`src/rtl/adder_sum_accumulator.sv`:
```
// Batch accumulator for the results of an upstream registered adder.
// Sums are added into a wide accumulator until BATCH_LEN items have been
// taken or a flush closes a partial batch; the batch total, item count and a
// sticky wrap flag are then held on the output until the consumer takes them.
module adder_sum_accumulator #(
    parameter int ADDER_WIDTH = 114,
    parameter int ACC_WIDTH   = 128,
    parameter int BATCH_LEN   = 16
) (
    input  logic                   clk,
    input  logic                   rst_n,
    input  logic                   in_valid,
    input  logic [ADDER_WIDTH:0]   in_sum,
    output logic                   in_ready,
    input  logic                   flush,
    output logic                   out_valid,
    input  logic                   out_ready,
    output logic [ACC_WIDTH-1:0]   out_total,
    output logic [15:0]            out_count,
    output logic                   out_overflow
);

    localparam logic [15:0] BATCH_LEN_C = 16'(BATCH_LEN);

    // Reject parameter sets that would truncate an incoming sum or the count.
    if (ACC_WIDTH < ADDER_WIDTH + 1) begin : g_bad_acc_width
        $error("adder_sum_accumulator: ACC_WIDTH must be >= ADDER_WIDTH+1");
    end
    if (BATCH_LEN < 1 || BATCH_LEN > 65535) begin : g_bad_batch_len
        $error("adder_sum_accumulator: BATCH_LEN must be in 1..65535");
    end

    typedef enum logic [1:0] {
        IDLE  = 2'd0,
        ACCUM = 2'd1,
        HOLD  = 2'd2
    } state_t;

    state_t                 r_state;
    state_t                 w_next_state;

    logic [ACC_WIDTH-1:0]   r_acc;
    logic [15:0]            r_count;
    logic                   r_ovf;

    logic                   r_in_ready;
    logic                   r_out_valid;
    logic [ACC_WIDTH-1:0]   r_out_total;
    logic [15:0]            r_out_count;
    logic                   r_out_ovf;

    logic                   w_accept;
    logic                   w_handoff;
    logic                   w_close;
    logic [ACC_WIDTH:0]     w_add;
    logic [ACC_WIDTH-1:0]   w_acc_new;
    logic [15:0]            w_count_inc;
    logic [15:0]            w_count_new;
    logic                   w_ovf_new;

    // r_in_ready is only ever 1 in ACCUM, so it alone qualifies an accept.
    assign w_accept    = in_valid && r_in_ready;
    assign w_handoff   = r_out_valid && out_ready;

    // One extra bit on the adder captures the carry out of the accumulator.
    assign w_add       = {1'b0, r_acc} + {{(ACC_WIDTH - ADDER_WIDTH){1'b0}}, in_sum};
    assign w_count_inc = r_count + 16'd1;

    // Accumulator state after this cycle's accept, if any.
    assign w_acc_new   = w_accept ? w_add[ACC_WIDTH-1:0] : r_acc;
    assign w_count_new = w_accept ? w_count_inc : r_count;
    assign w_ovf_new   = r_ovf | (w_accept & w_add[ACC_WIDTH]);

    // State register.
    always_ff @(posedge clk or negedge rst_n) begin
        if (!rst_n) begin
            r_state <= IDLE;
        end else begin
            // NOTE: sequential state uses non-blocking assignments so every
            // flop samples pre-edge values regardless of block ordering.
            r_state <= w_next_state;
        end
    end

    // Next-state logic and batch-close decision.
    always_comb begin
        // NOTE: every always_comb output gets a default first, so no path
        // leaves it unassigned and no latch is inferred.
        w_next_state = r_state;
        w_close      = 1'b0;
        case (r_state)
            IDLE: begin
                w_next_state = ACCUM;
            end
            ACCUM: begin
                // A flush closes the batch only if it would not be empty; an
                // item accepted alongside the flush belongs to this batch.
                w_close = (w_accept && (w_count_inc == BATCH_LEN_C))
                       || (flush && ((r_count != 16'd0) || w_accept));
                if (w_close) begin
                    w_next_state = HOLD;
                end
            end
            HOLD: begin
                if (w_handoff) begin
                    w_next_state = ACCUM;
                end
            end
            default: begin
                w_next_state = IDLE;
            end
        endcase
    end

    // Accumulator, sticky overflow and registered output interface.
    always_ff @(posedge clk or negedge rst_n) begin
        if (!rst_n) begin
            r_acc       <= '0;
            r_count     <= '0;
            r_ovf       <= 1'b0;
            r_in_ready  <= 1'b0;
            r_out_valid <= 1'b0;
            r_out_total <= '0;
            r_out_count <= '0;
            r_out_ovf   <= 1'b0;
        end else begin
            r_in_ready <= (w_next_state == ACCUM);
            if (w_handoff) begin
                // Result taken: start a fresh batch. in_ready rises on this
                // same edge, so the next sum is taken on the following one.
                r_acc       <= '0;
                r_count     <= '0;
                r_ovf       <= 1'b0;
                r_out_valid <= 1'b0;
            end else begin
                r_acc   <= w_acc_new;
                r_count <= w_count_new;
                r_ovf   <= w_ovf_new;
                if (w_close) begin
                    r_out_valid <= 1'b1;
                    r_out_total <= w_acc_new;
                    r_out_count <= w_count_new;
                    r_out_ovf   <= w_ovf_new;
                end
            end
        end
    end

    assign in_ready     = r_in_ready;
    assign out_valid    = r_out_valid;
    assign out_total    = r_out_total;
    assign out_count    = r_out_count;
    assign out_overflow = r_out_ovf;

endmodule

```
`config.mk`:
```
export PLATFORM = sky130hd
export DESIGN_NAME = adder_sum_accumulator
export DESIGN_NICKNAME = d
export VERILOG_FILES = /design/src/rtl/adder_sum_accumulator.sv
export SDC_FILE = /design/constraint.sdc
export NUM_CORES = 1
export LEC_CHECK = 0
export CAP_MARGIN = 10
export CELL_PAD_IN_SITES_DETAIL_PLACEMENT = 1
export CELL_PAD_IN_SITES_GLOBAL_PLACEMENT = 2
export CORE_MARGIN = 2
export CORE_UTILIZATION = 32
export DETAILED_ROUTE_END_ITERATION = 8
export DONT_BUFFER_PORTS = 1
export HOLD_SLACK_MARGIN = 0.05
export PLACE_DENSITY = 0.66
export SLEW_MARGIN = 20
export SYNTH_ARGS = -nofsm -noshare
export SYNTH_HDL_FRONTEND = slang
export SYNTH_SLANG_ARGS = --single-unit
```
`constraint.sdc`:
```
create_clock -name clk -period 8.85 [get_ports clk]
set_input_delay 0.4425 -clock clk [delete_from_list [all_inputs] [get_ports clk]]
set_output_delay 0.4425 -clock clk [all_outputs]
set_load 0.1 [all_outputs]
```
## Word level (Yosys, flattened, before mapping)

Index checks and enable logic that the tools add are counted.
Widths: inputs -> output; s select.

- Bits in registers: 294
- Output and inout port bits: 147
- Word-level logic and storage cells: 39

- Add/sub/neg operators: 2
- Equality and inequality tests: 4
- Mux-type cells: 11
- Bitwise gates (word level): 3
- Reduce and logical (&&, ||, !) cells: 10

Operator list:

| operator | number |
|---|---|
| $mux 128 | 2 |
| $add 128x115->129 | 1 |
| $mux 16 | 2 |
| $add 16x1->16 const B | 1 |
| $eq 16x5->1 const B | 1 |
| $reduce_bool 16->1 | 1 |
| $pmux 2 s3 | 1 |
| $eq 2x1->1 const B | 2 |
| $logic_and 1x1->1 | 4 |
| $mux 1 | 4 |
| $mux 2 | 2 |
| $eq 2x2->1 const B | 1 |
| $logic_not 2->1 | 1 |
| $logic_or 1x1->1 | 2 |
| $reduce_and 2->1 | 1 |
| $reduce_bool 2->1 | 1 |
| $and 1x1->1 | 1 |
| $not 1->1 | 1 |
| $or 1x1->1 | 1 |

## Depth between registers and ports, before layout

- Depth in word-level cells: 7
- Gate-level depth with buffers: 16
- Gate-level depth less buffers: 15

## Worst setup path after synthesis

Ideal clock, no wire load.

- Kind: in2reg
- Start: in in_sum[7]
- End: reg r_acc[127]
- Library setup time: 0.066 ns
- Arrival time: 3.577 ns
- Required time: 8.784 ns
- Setup slack: 5.207 ns
- Cell stages on the path: 16
- Cell sequence: ha_1 buf_4 nand4_1 nor4_1 nor2_1 a21oi_2 a21oi_2 or3b_1 nand2_2 a41oi_2 o21ba_1 buf_6 o41a_1 buf_6 or4_1 nand2_1

- Longest elaborated chain between the ends: 3

RTL lines:

| what | line | RTL |
|---|---|---|
| start: declaration | 13 | `input logic [ADDER_WIDTH:0] in_sum,` |
| $add 128x115->129 | 66 | `assign w_add = {1'b0, r_acc} + {{(ACC_WIDTH - ADDER_WIDTH){1'b0}}, in_sum};` |
| $mux 128 | 70 | `assign w_acc_new = w_accept ? w_add[ACC_WIDTH-1:0] : r_acc;` |
| $mux 128 | 128 | `if (w_handoff) begin` |
| end signal: assignment | 136 | `r_acc <= w_acc_new;` |
| end: declaration | 42 | `logic [ACC_WIDTH-1:0] r_acc;` |

No other way between the ends.
A chain may end at the register's enable or synchronous reset.

## Worst setup path in the final report

- Start: reg r_acc[7]
- End: reg r_out_total[75], in the netlist out_total[75]

- Longest elaborated chain between the ends: 2

RTL lines:

| what | line | RTL |
|---|---|---|
| $add 128x115->129 | 66 |  |
| $mux 128 | 70 |  |
| end signal: assignment | 141 | `r_out_total <= w_acc_new;` |
| end: declaration | 48 | `logic [ACC_WIDTH-1:0] r_out_total;` |

No other way between the ends.

==> results by group <==
Logic synthesis
  – Most numerous cell in the Yosys netlist: nor2_1
  – Avg Cell Area, Syn: 8.007 sq um
  – Flops & latches, synth: 294
  – Net count after synthesis: 2663
  – Yosys top cell by area: dfrtp_1
  – Netlist cell types: 71
  – Yosys warnings: 0
  – Top cell type's share of synthesized area: 37.91%
  – Sequential area share after synthesis: 37.91%
  – Post-synth EDFFs: 0
  – Mapped Cells: 2424
  – Ranking of synthesized cells by area: dfrtp_1 (38%), ha_1 (7.6%), a21oi_1 (7.4%)
  – Main synth FF type: dfrtp_1
  – Mapped cell area: 19410 sq um
  – Ys async rst share: 100.0%
  – Synth top cells by count: nor2_1 (334), nand2_1 (297), dfrtp_1 (294), a21oi_1 (287), o21ai_0 (228)

STA
  – Worst-margin pin slew: 1.064 ns
  – RSZ-0062 raised after global routing: no
  – Pins Over Slew Limit: 0
  – Final hold slack: 0.1897 ns
  – Clock Skew: 0.03036 ns
  – Max_slew headroom: 29.08%
  – Final period utilization: 51.33%
  – Fin crit period: 4.543 ns
  – Setup TNS: 0 ns
  – Final setup vio count: 0
  – Final WS setup: 4.307 ns
  – Final hold violations: 0
  – Max Fclk: 0.2201 GHz

Worst setup path
  – CP Data Arrival Time: 5.03 ns
  – Crit path capture: out_total[75]
  – Crit path from: r_acc[7]
  – CP Capture Type: flip-flop
  – Setup Crit Path Kind: reg -> reg
  – R2R Path Start: r_acc[7]
  – CP max FO: 7
  – FF-to-FF path depth: 13
  – Worst R2R End: out_total[75]
  – R2r setup slk: 4.31 ns
  – Worst Path Required: 9.34 ns
  – Crit path launch type: flip-flop

Global routing
  – Total GRT Usage: 22.13%
  – Initial antenna violation count: 2
  – Grt total ovfl: 0
  – First-pass GRT wire length: 109.2 mm
  – Vias in the first global route: 17.95k
  – Largest net degree at the start of global routing: 295

Clock tree
  – Clk root buf: clkbuf_16
  – TritonCTS clock tree: built
  – Number of setup buffers added after CTS: 0
  – CTS max path bufs: 3
  – Clk slew on worst S/H paths: 0.06 ns
  – CTS Sinks: 294
  – CTS buffer count: 36
  – Htree depth: 2
  – Clk Latency, worst-skew pair: 0.57 ns

Die
  – Io pins: 267
  – Starting density of the core: 32.28%
  – Die Y: 250.3 microns
  – Site row count: 90
  – Core box area: 60130 sq um
  – Die ar.: 62640 sq um
  – Die width: 250.3 microns

Status
  – Status: completed

Power
  – Switching Fraction: 57.02%
  – Clock power share: 15.6%
  – Worst VDD drop: 211.3 uV
  – Sw power: 5453 uW
  – Power per Cell Area: 452.4 nW/um^2
  – P_int: 4110 uW
  – Comb pwr share: 43.8%
  – Sequential fraction of design power: 40.6%
  – Total power: 9563 uW
  – Leak: 0.009172 uW

Finish
  – Nets: 2555
  – Area grow syn2layout: 8.922%
  – Final core utilization: 35.16%
  – Proportion of layout cells with a drive suffix above 1: 3.930%

Placed design
  – Port Buffers: 0
  – Placer congestion estimate: 0.8752
  – Post-Place Setup Slack: 3.680 ns
  – Post-DP HPWL: 53.64 mm

Run
  – Max-cap viol count: 0

Route
  – Vias: 17.13k
  – Vias per cell: 5.480
  – DRT Pass-1 Iters: 5
  – Final WL: 69.56 mm
  – WL per Instance: 22.25 microns
  – Residual DRC: 0
  – Post-DRT Antenna Nets: 0
  – Initial DRC Count: 844

Hold path
  – Min-Delay Path Class: in -> reg
  – Worst Hold Path Cells: 3
==> logic make-up (layout without fill, tap and decap cells) <==
family	after synthesis	after routing	share of synthesized area [%]
AND/OR/NAND/NOR	887	887	20.03
XOR/XNOR	133	133	6.002
multiplexers	27	27	1.418
other	0	3	0
buffers and inverters	212	129	4.300
adder cells (fa/ha/maj)	119	119	7.710
flip-flops	294	294	37.91
AO/OA/AOI/OAI	752	752	22.63
==> worst min path at each step <==
stage | slack, ns | end | start
after CTS | 0.17 | r_acc[0] | in_sum[0]
after global placement | 0.16 | out_total[70] | rst_n
after detailed placement | 0.16 | out_total[74] | rst_n
after floorplan | 0.15 | in_ready | rst_n
after global routing | 0.21 | r_acc[0] | in_sum[0]
final | 0.19 | r_acc[0] | in_sum[0]
==> stage by stage <==
stage	std cells	cell area, sq um
global route	3124	21140
CTS	3119	21040
detailed placement	3054	19850
floorplan	2424	19410
global placement	3054	19840
finish	3126	21140
==> critical path, cell delays in order (launching register included) <==
cell and delay (ns):
dfrtp_1 0.38, ha_1 0.43, nand4_1 0.20, nor4_1 0.30, nor2_1 0.13, a21oi_2 0.28
a21oi_2 0.14, o21ai_0 0.63, a31oi_1 0.39, o21ai_0 0.55, a21oi_1 0.17, xor2_1 0.17
o21ai_0 0.44, mux2_2 0.25
==> layer usage <==
layer | global-route usage [%] | share of wire [%] | vias up
met5 | 0 | 0 | -
met4 | 4.585 | 1.8 | 0
li1 | - | - | 8359
met2 | 36.52 | 47 | 280
met3 | 4.946 | 5.1 | 62
met1 | 29.68 | 47 | 8430
==> area by class of cell <==
| class | instances | area (sq um) |
|---|---|---|
| diodes | 3 | 7.507 |
| clock buffers | 48 | 975.9 |
| clock inverters | 15 | 175.2 |
| fillers | 7159 | 38990 |
| inverters | 50 | 187.7 |
| multi-input cells | 1918 | 11250 |
| flip-flops and latches | 294 | 7357 |
| well taps | 782 | 978.4 |
| repair buffers | 16 | 209.0 |
==> power groups by stage <==
stage	Sequential, uW	Combinational [uW]	Clock [uW]
finish	3880	4190	1490
global placement	3910	4090	0
global route	3950	4740	1590
floorplan	3760	3060	0
detailed placement	3910	4170	0
CTS	3900	4210	1540
==> sequential cells by signal, summed over array words and instances (netlist names) <==
signal	cells
in_ready	1
out_count	16
out_overflow	1
out_total	128
out_valid	1
r_acc	128
r_count	16
r_ovf	1
r_state	2
==> timing repair <==
| action | CTS | global route |
|---|---|---|
| hold buffers | 2 | 1 |
| hold endpoints to repair | 295 | 62 |
| resized for setup | 0 | 0 |
==> cell usage in the layout (no fill, tap or decap), types with 49 or more instances in the layout <==
master,count
ha_1,118
inv_1,50
xnor2_1,84
nor2_1,333
o21ai_0,228
nand2_1,296
dfrtp_1,294
xor2_1,49
a21oi_1,287
nand4_1,79
Power figures use the tool's default switching activity.
